<file path="config.mk">
export PLATFORM = sky130hd
export DESIGN_NAME = reset_sequencer
export DESIGN_NICKNAME = d
export VERILOG_FILES = /design/src/rtl/reset_sequencer.sv
export SDC_FILE = /design/constraint.sdc
export NUM_CORES = 1
export LEC_CHECK = 0
export CAP_MARGIN = 20
export CORE_MARGIN = 1
export CORE_UTILIZATION = 55
export CTS_CLUSTER_DIAMETER = 80
export DETAILED_ROUTE_END_ITERATION = 10
export PLACE_DENSITY_LB_ADDON = 0.05
export RECOVER_POWER = 100
export SLEW_MARGIN = 20
export SYNTH_ARGS = -nofsm -noshare
export SYNTH_HDL_FRONTEND = slang
export SYNTH_SLANG_ARGS = --single-unit
</file>
<file path="constraint.sdc">
create_clock -name clk -period 2.1 [get_ports clk]
set_input_delay 0.42 -clock clk [delete_from_list [all_inputs] [get_ports clk]]
set_output_delay 0.42 -clock clk [all_outputs]
set_load 0.005 [all_outputs]
</file>
<file path="src/rtl/reset_sequencer.sv">
// Reset sequencer: synchronises rst_in, stretches the hold, then releases NUM_CH domains in order.
// Build with RESET_SEQ_CAUSE_EN defined to add the sticky last-reset-cause register (cause_clr / rst_cause).
//
// state      | meaning
// ST_HOLD    | all domains in reset; stretch counter runs once rst_in is synchronised
// ST_RELEASE | domains released one every STAGE_GAP cycles, ascending index
// ST_RUN     | all domains out of reset except channels in a soft pulse
module reset_sequencer #(
  parameter int NUM_CH         = 4,
  parameter int SYNC_STAGES    = 2,
  parameter int STRETCH_CYCLES = 16,
  parameter int STAGE_GAP      = 8,
  parameter int CH_PULSE       = 4
) (
  input  logic              clk,
  input  logic              rst_in,
  input  logic              sw_rst_req,
  input  logic [NUM_CH-1:0] ch_rst_req,
  output logic [NUM_CH-1:0] rst_n_out,
  output logic              seq_busy
`ifdef RESET_SEQ_CAUSE_EN
  ,
  input  logic              cause_clr,
  output logic [1:0]        rst_cause
`endif
);

  localparam int SEQ_MAX = (STRETCH_CYCLES > STAGE_GAP) ? STRETCH_CYCLES : STAGE_GAP;
  localparam int CW      = $clog2(SEQ_MAX + 1) + 1;
  localparam int PW      = $clog2(CH_PULSE + 1) + 1;
  localparam int IW      = $clog2(NUM_CH + 1) + 1;

  typedef enum logic [1:0] {
    ST_HOLD    = 2'd0,
    ST_RELEASE = 2'd1,
    ST_RUN     = 2'd2
  } state_t;

  state_t                      state_q, state_d;
  logic [SYNC_STAGES-1:0]      sync_q, sync_d;
  logic [CW-1:0]               cnt_q, cnt_d;
  logic [IW-1:0]               idx_q, idx_d;
  logic [NUM_CH-1:0][PW-1:0]   pcnt_q, pcnt_d;
  logic [NUM_CH-1:0]           rst_n_q, rst_n_d;
  logic                        busy_q, busy_d;
  logic                        sync_ok;

  assign sync_ok = sync_q[SYNC_STAGES-1];
  assign sync_d  = {sync_q[SYNC_STAGES-2:0], 1'b1};

  always_comb begin
    state_d = state_q;
    cnt_d   = cnt_q;
    idx_d   = idx_q;
    pcnt_d  = pcnt_q;
    rst_n_d = rst_n_q;
    if (!sync_ok) begin
      state_d = ST_HOLD;
    end else if (sw_rst_req) begin
      // The request edge itself counts as the first hold cycle.
      state_d = ST_HOLD;
      cnt_d   = CW'(1);
      idx_d   = '0;
      pcnt_d  = '0;
      rst_n_d = '0;
    end else begin
      case (state_q)
        ST_HOLD: begin
          if (cnt_q == CW'(STRETCH_CYCLES)) begin
            rst_n_d[0] = 1'b1;
            cnt_d      = CW'(1);
            idx_d      = IW'(1);
            state_d    = (NUM_CH == 1) ? ST_RUN : ST_RELEASE;
          end else begin
            cnt_d = cnt_q + CW'(1);
          end
        end
        ST_RELEASE: begin
          if (cnt_q == CW'(STAGE_GAP)) begin
            for (int k = 0; k < NUM_CH; k++) begin
              if (idx_q == IW'(k)) rst_n_d[k] = 1'b1;
            end
            cnt_d = CW'(1);
            idx_d = idx_q + IW'(1);
            if (idx_q == IW'(NUM_CH - 1)) begin
              state_d = ST_RUN;
              cnt_d   = '0;
            end
          end else begin
            cnt_d = cnt_q + CW'(1);
          end
        end
        ST_RUN: begin
          // A fresh request restarts the channel's pulse, even on its terminal cycle.
          for (int i = 0; i < NUM_CH; i++) begin
            if (ch_rst_req[i]) begin
              pcnt_d[i]  = PW'(1);
              rst_n_d[i] = 1'b0;
            end else if (pcnt_q[i] == PW'(CH_PULSE)) begin
              pcnt_d[i]  = '0;
              rst_n_d[i] = 1'b1;
            end else if (pcnt_q[i] != '0) begin
              pcnt_d[i] = pcnt_q[i] + PW'(1);
            end
          end
        end
        default: begin
          state_d = ST_HOLD;
          cnt_d   = '0;
          rst_n_d = '0;
        end
      endcase
    end
    busy_d = (state_d != ST_RUN);
  end

  always_ff @(posedge clk or negedge rst_in) begin
    if (!rst_in) begin
      sync_q  <= '0;
      state_q <= ST_HOLD;
      cnt_q   <= '0;
      idx_q   <= '0;
      pcnt_q  <= '0;
      rst_n_q <= '0;
      busy_q  <= 1'b1;
    end else begin
      sync_q  <= sync_d;
      state_q <= state_d;
      cnt_q   <= cnt_d;
      idx_q   <= idx_d;
      pcnt_q  <= pcnt_d;
      rst_n_q <= rst_n_d;
      busy_q  <= busy_d;
    end
  end

  assign rst_n_out = rst_n_q;
  assign seq_busy  = busy_q;

`ifdef RESET_SEQ_CAUSE_EN
  logic [1:0] cause_q, cause_d;

  always_comb begin
    cause_d = cause_q;
    if (sync_ok && sw_rst_req) cause_d = 2'b10;
    else if (cause_clr)        cause_d = 2'b00;
  end

  always_ff @(posedge clk or negedge rst_in) begin
    if (!rst_in) cause_q <= 2'b01;
    else         cause_q <= cause_d;
  end

  assign rst_cause = cause_q;
`endif

endmodule

</file>
Word level (Yosys, flattened, before mapping)
Cells that the tools add are included.
- bits in registers: 35
- input port bits: 7
- output and inout bits: 5
- logic and storage cells: 111
- $add $sub $neg: 6
- eq/ne operators: 24
- multiplexer cells: 46
- reduce and logical (&&, ||, !) cells: 22
- operators with widths (kind ; number):
    4-bit two-way mux ; 17
    16-bit two-way mux ; 2
    4-bit nonzero test ; 8
    4-bit by 1-bit adder with 4-bit output (second input constant) ; 5
    5-bit AND reduction ; 4
    6-bit two-way mux ; 3
    3-bit != test (second input constant) ; 6
    6-bit one-hot mux with 3 select lines ; 1
    4-bit by 3-bit equality test with 1-bit output (second input constant) ; 4
    4-bit != test (second input constant) ; 4
    1-bit two-way mux ; 14
    3-bit AND reduction ; 4
    2-bit two-way mux ; 5
    3-bit one-hot mux with 3 select lines ; 1
    4-bit by 2-bit equality test with 1-bit output (second input constant) ; 2
    4-bit one-hot mux with 2 select lines ; 1
    6-bit by 1-bit adder with 6-bit output (second input constant) ; 1
    6-bit by 4-bit equality test with 1-bit output (second input constant) ; 1
    6-bit by 5-bit equality test with 1-bit output (second input constant) ; 1
    2-bit != test (second input constant) ; 3
    2-bit one-hot mux with 3 select lines ; 1
    4-bit by 1-bit equality test with 1-bit output (second input constant) ; 1
    4-bit zero test ; 1
    4-bit AND reduction ; 1
    7 further kinds ; 7

Logic depth before layout (Yosys ltp)
Gate-level depths: netlist (run 1).
- depth in word-level cells: 7
- mapped depth: 8
- depth with buffers taken out: 7

Least setup slack after synthesis (run 1)
No wires, ideal clock.
- path kind: reg2reg
- start point: reg state_q[0]
- end point: reg rst_n_q[1], in the netlist rst_n_out[1]
- library setup time: 0.127 ns
- arrival: 1.668 ns
- required time: 1.973 ns
- setup slack: 0.304 ns
- stages on the path, launching flop included: 9
- buffers on the path: 1
- clock period less this slack: 1.796 ns
- path through: dfrtp_1 -> inv_1 -> ha_1 -> clkbuf_1 -> nand2b_1 -> a211oi_1 -> nor3_1 -> nand2_1 -> mux2_1
- longest elaborated chain between the ends: 3
- elaborated cells between the ends (all ways): 10
- classes of those cells: 6 x eq/ne; 2 x mux; 2 x reduce/logical
- RTL lines (element ; RTL line ; source):
    from (decl) ; 39 ; state_t state_q, state_d;
    from (signal assigned) ; 128 ; state_q <= state_d;
    2-bit equality test, or another cell as far along ; 67 ; case (state_q)
    4-bit != test (no line), or another cell as far along ; - ;
    5-bit AND reduction (no line) or 4-bit two-way mux (tied branches) ; - ;
    to (signal assigned) ; 132 ; rst_n_q <= rst_n_d;
    to (decl) ; 44 ; logic [NUM_CH-1:0] rst_n_q, rst_n_d;
Several ways; a longest one is shown, not always the timed one.
A chain may end at the register's enable or synchronous reset.

Worst setup path in the final report (run 1)
- start point: reg cnt_q[0]
- end point: reg rst_n_q[0], in the netlist rst_n_out[0]
- longest elaborated chain between the ends: 3
- elaborated cells between the ends (all ways): 5
- classes of those cells: 4 x eq/ne; 1 x reduce/logical
- RTL lines (element ; RTL line ; source):
    from (decl) ; 41 ; logic [CW-1:0] cnt_q, cnt_d;
    from (signal assigned) ; 129 ; cnt_q <= cnt_d;
    6-bit by 4-bit equality test with 1-bit output or 6-bit by 5-bit equality test with 1-bit output (tied branches) ; 79, 69 ;
    3-bit != test (no line) ; - ;
    5-bit AND reduction (no line) * ; - ;
Mark *: on every way between the ends. The rest lies on a longest branch, timed or not.

==> summary.md, run 1 <==
| Metric | Value |
|---|---|
| Cell Area, Synth | 0.00229 mm^2 |
| Unique masters post-synth | 41 |
| Register area share after synthesis | 38.2% |
| Final period util | 93.0% |
| Yosys reg bits | 35 |
| Gr ovfl total | 0 |
| Layout net count | 317 |
| CTS buffer count | 5 |
| Post-synthesis adder-cell area fraction | 9.81% |
| Synth warnings | 0 |
| Cell count after synthesis | 271 |
| Clock Skew | 4.13 ps |
| DR DRC count | 0 |
| Fmax | 512 MHz |
| Global Route Usage Sum | 26.0% |
| Type of origin of the critical path | register |
| TritonCTS clock tree | yes |
| Post-layout power | 0.00151 W |
| Synth Area in Simple Gates | 24.9% |
| Setup Buffers After CTS | 0 |
| Sequential Area | 877 um^2 |
| Worst setup margin | 148 ps |
| Synth Area per Inst | 8.47 um^2 |
| CTS resizes | 0 |
| Max-slew violations | 0 |
| Max Cap Viol | 0 |
| Synth Area in Compound Gates | 19.3% |
| CP Max Fanout | 7 |
| Horiz. Die Dim | 66.6 um |
| Post-route ant nets | 0 |
| Vias | 1984 |
| Status | completed |
| Hold WC Path Type | primary input to async pin |
| RSZ-0062 raised after global routing | false |
| Die area | 0.00443 mm^2 |
| Routability cong. | 0.864 |
| Area leader, netlist | dfrtp_1 |
| IO Count | 12 |
| Worst vdd ir | 0.000382 V |
| CP arrival | 2120 ps |
| Ys flop type | dfrtp_1 |
| Initial Utilization | 57.4% |
| Drt wl/cell | 14.3 um |
| DR pass1 iterations | 4 |
| CTS max path bufs | 2 |
| Synthesis-to-layout area growth | 12.9% |
| Reg clk slew, reported paths | 60 ps |
| Pleak | 1.19 nW |
| Antenna cells | 0 |
| Crit. End Element | register |
| Clk root buf | clkbuf_8 |
| Slew @ Worst Pin | 881 ps |
| Largest net degree at the start of global routing | 36 |
| Placeable Area | 0.00400 mm^2 |
| Endpoints failing setup | 0 |
| Setup TNS | 0 ps |
| CTS H-Tree Depth | 2 |
| R2r setup slk | 150 ps |
| Slew HR | 41.2% |
| Height of the die | 66.6 um |
| Wirelength, routed | 4910 um |
| Net Count, Synth | 296 |
| EDFF count, synth | 0 |
| First-pass GRT wire length | 8620 um |
| Synth cell count leaders | dfrtp_1 (34), nand2_1 (33), o21ai_0 (26) |
| CTS Hold Bufs | 0 |
| Vias in the first global route | 1921 |
| Async set-reset flop share out of synthesis | 100% |
| Share of the synthesized area in the top cell type | 37.1% |
| Final HPWL DP | 3590 um |
| CP Class | register to register |
| Number of port buffers | 11 |
| Fin crit period | 1950 ps |
| Synth area leaders | dfrtp_1 (37%), ha_1 (9.8%), o21ai_0 (5.7%) |
| Drt via density | 5.78 |
| Final Hold Viols | 0 |
| PwrDens | 582 mW/mm^2 |
| Mux contribution to synthesized area | 2.56% |
| Multi-input logic area | 0.00129 mm^2 |
| Top-count cell post-synth | dfrtp_1 |
| Row count | 23 |
| Clk sink count | 35 |
| Place WS | 15.9 ps |
| DR iter-0 viols | 121 |
| Largest family of logic cells by synthesized area | simple AND/OR/NAND/NOR gates |
| Later-pin clock latency in the skew report | 290 ps |
| Synth Area in XOR/XNOR | 0% |
| Antenna violations before repair | 0 |
| FILL cells | 329 |
| Fraction of layout cells with a size suffix above 1 | 7.17% |
| Critical Path RT | 2270 ps |
==> power breakdown <==
group | switching (W) | internal, W | total [W] | leakage (nW)
sequential | 0.0000464 | 0.000713 | 0.000759 | 0.467
combinational | 0.000164 | 0.000115 | 0.000279 | 0.686
clock | 0.000233 | 0.000236 | 0.000469 | 0.0395
total | 0.000443 | 0.00106 | 0.00151 | 1.19
==> sequential cells by signal (all words and copies together) (netlist names) <==
signal     flops
state_q        2
sync_q         2
seq_busy       1
idx_q          4
cnt_q          6
rst_n_out      4
pcnt_q        16
==> worst max-delay path: stages (launching register included) <==
cell and delay (ps):
dfrtp_1 420, inv_1 100, ha_1 150, nor3b_4 320
a21boi_1 180, o221ai_4 260, nand2_1 110, mux2_4 300
==> metal layers <==
layer / up-vias / share of wire [%] / track usage, %
met2: 36 / 48 / 42.4
met3: 8 / 4.0 / 5.65
met4: 0 / 1.8 / 11.4
met5: - / 0 / 0
met1: 939 / 46 / 32.8
li1: 1001 / - / -
==> through the flow <==
step	util, %	area, um^2	instances	hold WS, ps
2_1_floorplan	-	2290	271	124
3_3_place_gp	63.1	2520	335	333
3_5_place_dp	63.1	2520	335	337
4_1_cts	65.1	2600	343	241
5_1_grt	64.8	2590	343	322
6_report	64.8	2590	343	244
==> path summary, 6_finish.rpt <==
| path | from | end | depth (start not counted) |
|---|---|---|---|
| hold reg to reg | sync_q[0]$_DFF_PN0_ | sync_q[1]$_DFF_PN0_ | 0 |
| max in group asynchronous | rst_in | pcnt_q[2]$_DFFE_PN0P_ | 1 |
| setup / recovery | cnt_q[0]$_DFFE_PN0P_ | rst_n_out[0]$_DFFE_PN0P_ | 7 |
| hold / removal | rst_in | cnt_q[2]$_DFFE_PN0P_ | 1 |
| setup reg to reg | cnt_q[0]$_DFFE_PN0P_ | rst_n_out[0]$_DFFE_PN0P_ | 7 |
| min in group clk | sync_q[0]$_DFF_PN0_ | sync_q[1]$_DFF_PN0_ | 0 |
==> final cells by class <==
type | instances | area share [%]
clock buffer | 8 | 3.09
inverter | 22 | 3.19
multi-input combinational | 206 | 49.9
sequential | 35 | 33.8
tap | 50 | 2.41
timing repair buffer | 22 | 7.58
==> layout by cell type (no fill, tap or decap), types with 2 or more instances in the layout <==
master and instances:
a211oi_1 5, a21oi_1 16, a22o_1 3, a31oi_1 2
and3_1 5, buf_4 9, clkbuf_1 4, clkbuf_8 5
clkdlybuf4s50_1 5, dfrtp_1 34, dlygate4sd3_1 5, ha_1 18
inv_1 22, mux2_1 3, nand2_1 35, nand2b_1 9
nand3_1 13, nor2_1 14, nor2b_1 9, nor3_1 13
nor4_1 7, nor4bb_1 2, o211ai_1 3, o21ai_0 28
o21ai_1 4, o31ai_1 2, o41ai_1 2
==> cells by family after synthesis <==
kind of cell             after synthesis
flip-flops                            35
adder cells (fa/ha/maj)               18
multiplexers                           5
AO/OA/AOI/OAI                         71
buffers and inverters                 30
AND/OR/NAND/NOR                      111
other                                  1
No activity file was read; power rests on OpenSTA's default activity.
==> run 2, diff against run 1 <==
--- a/config.mk
+++ b/config.mk
@@ -5,8 +5,7 @@
 export SDC_FILE = /design/constraint.sdc
 export NUM_CORES = 1
 export LEC_CHECK = 0
-export CAP_MARGIN = 20
-export CORE_MARGIN = 1
+export CAP_MARGIN = 25
 export CORE_UTILIZATION = 55
 export CTS_CLUSTER_DIAMETER = 80
 export DETAILED_ROUTE_END_ITERATION = 10
==> results of run 2 <==
Final layout, timing and power as in run 1 (identical DEF).
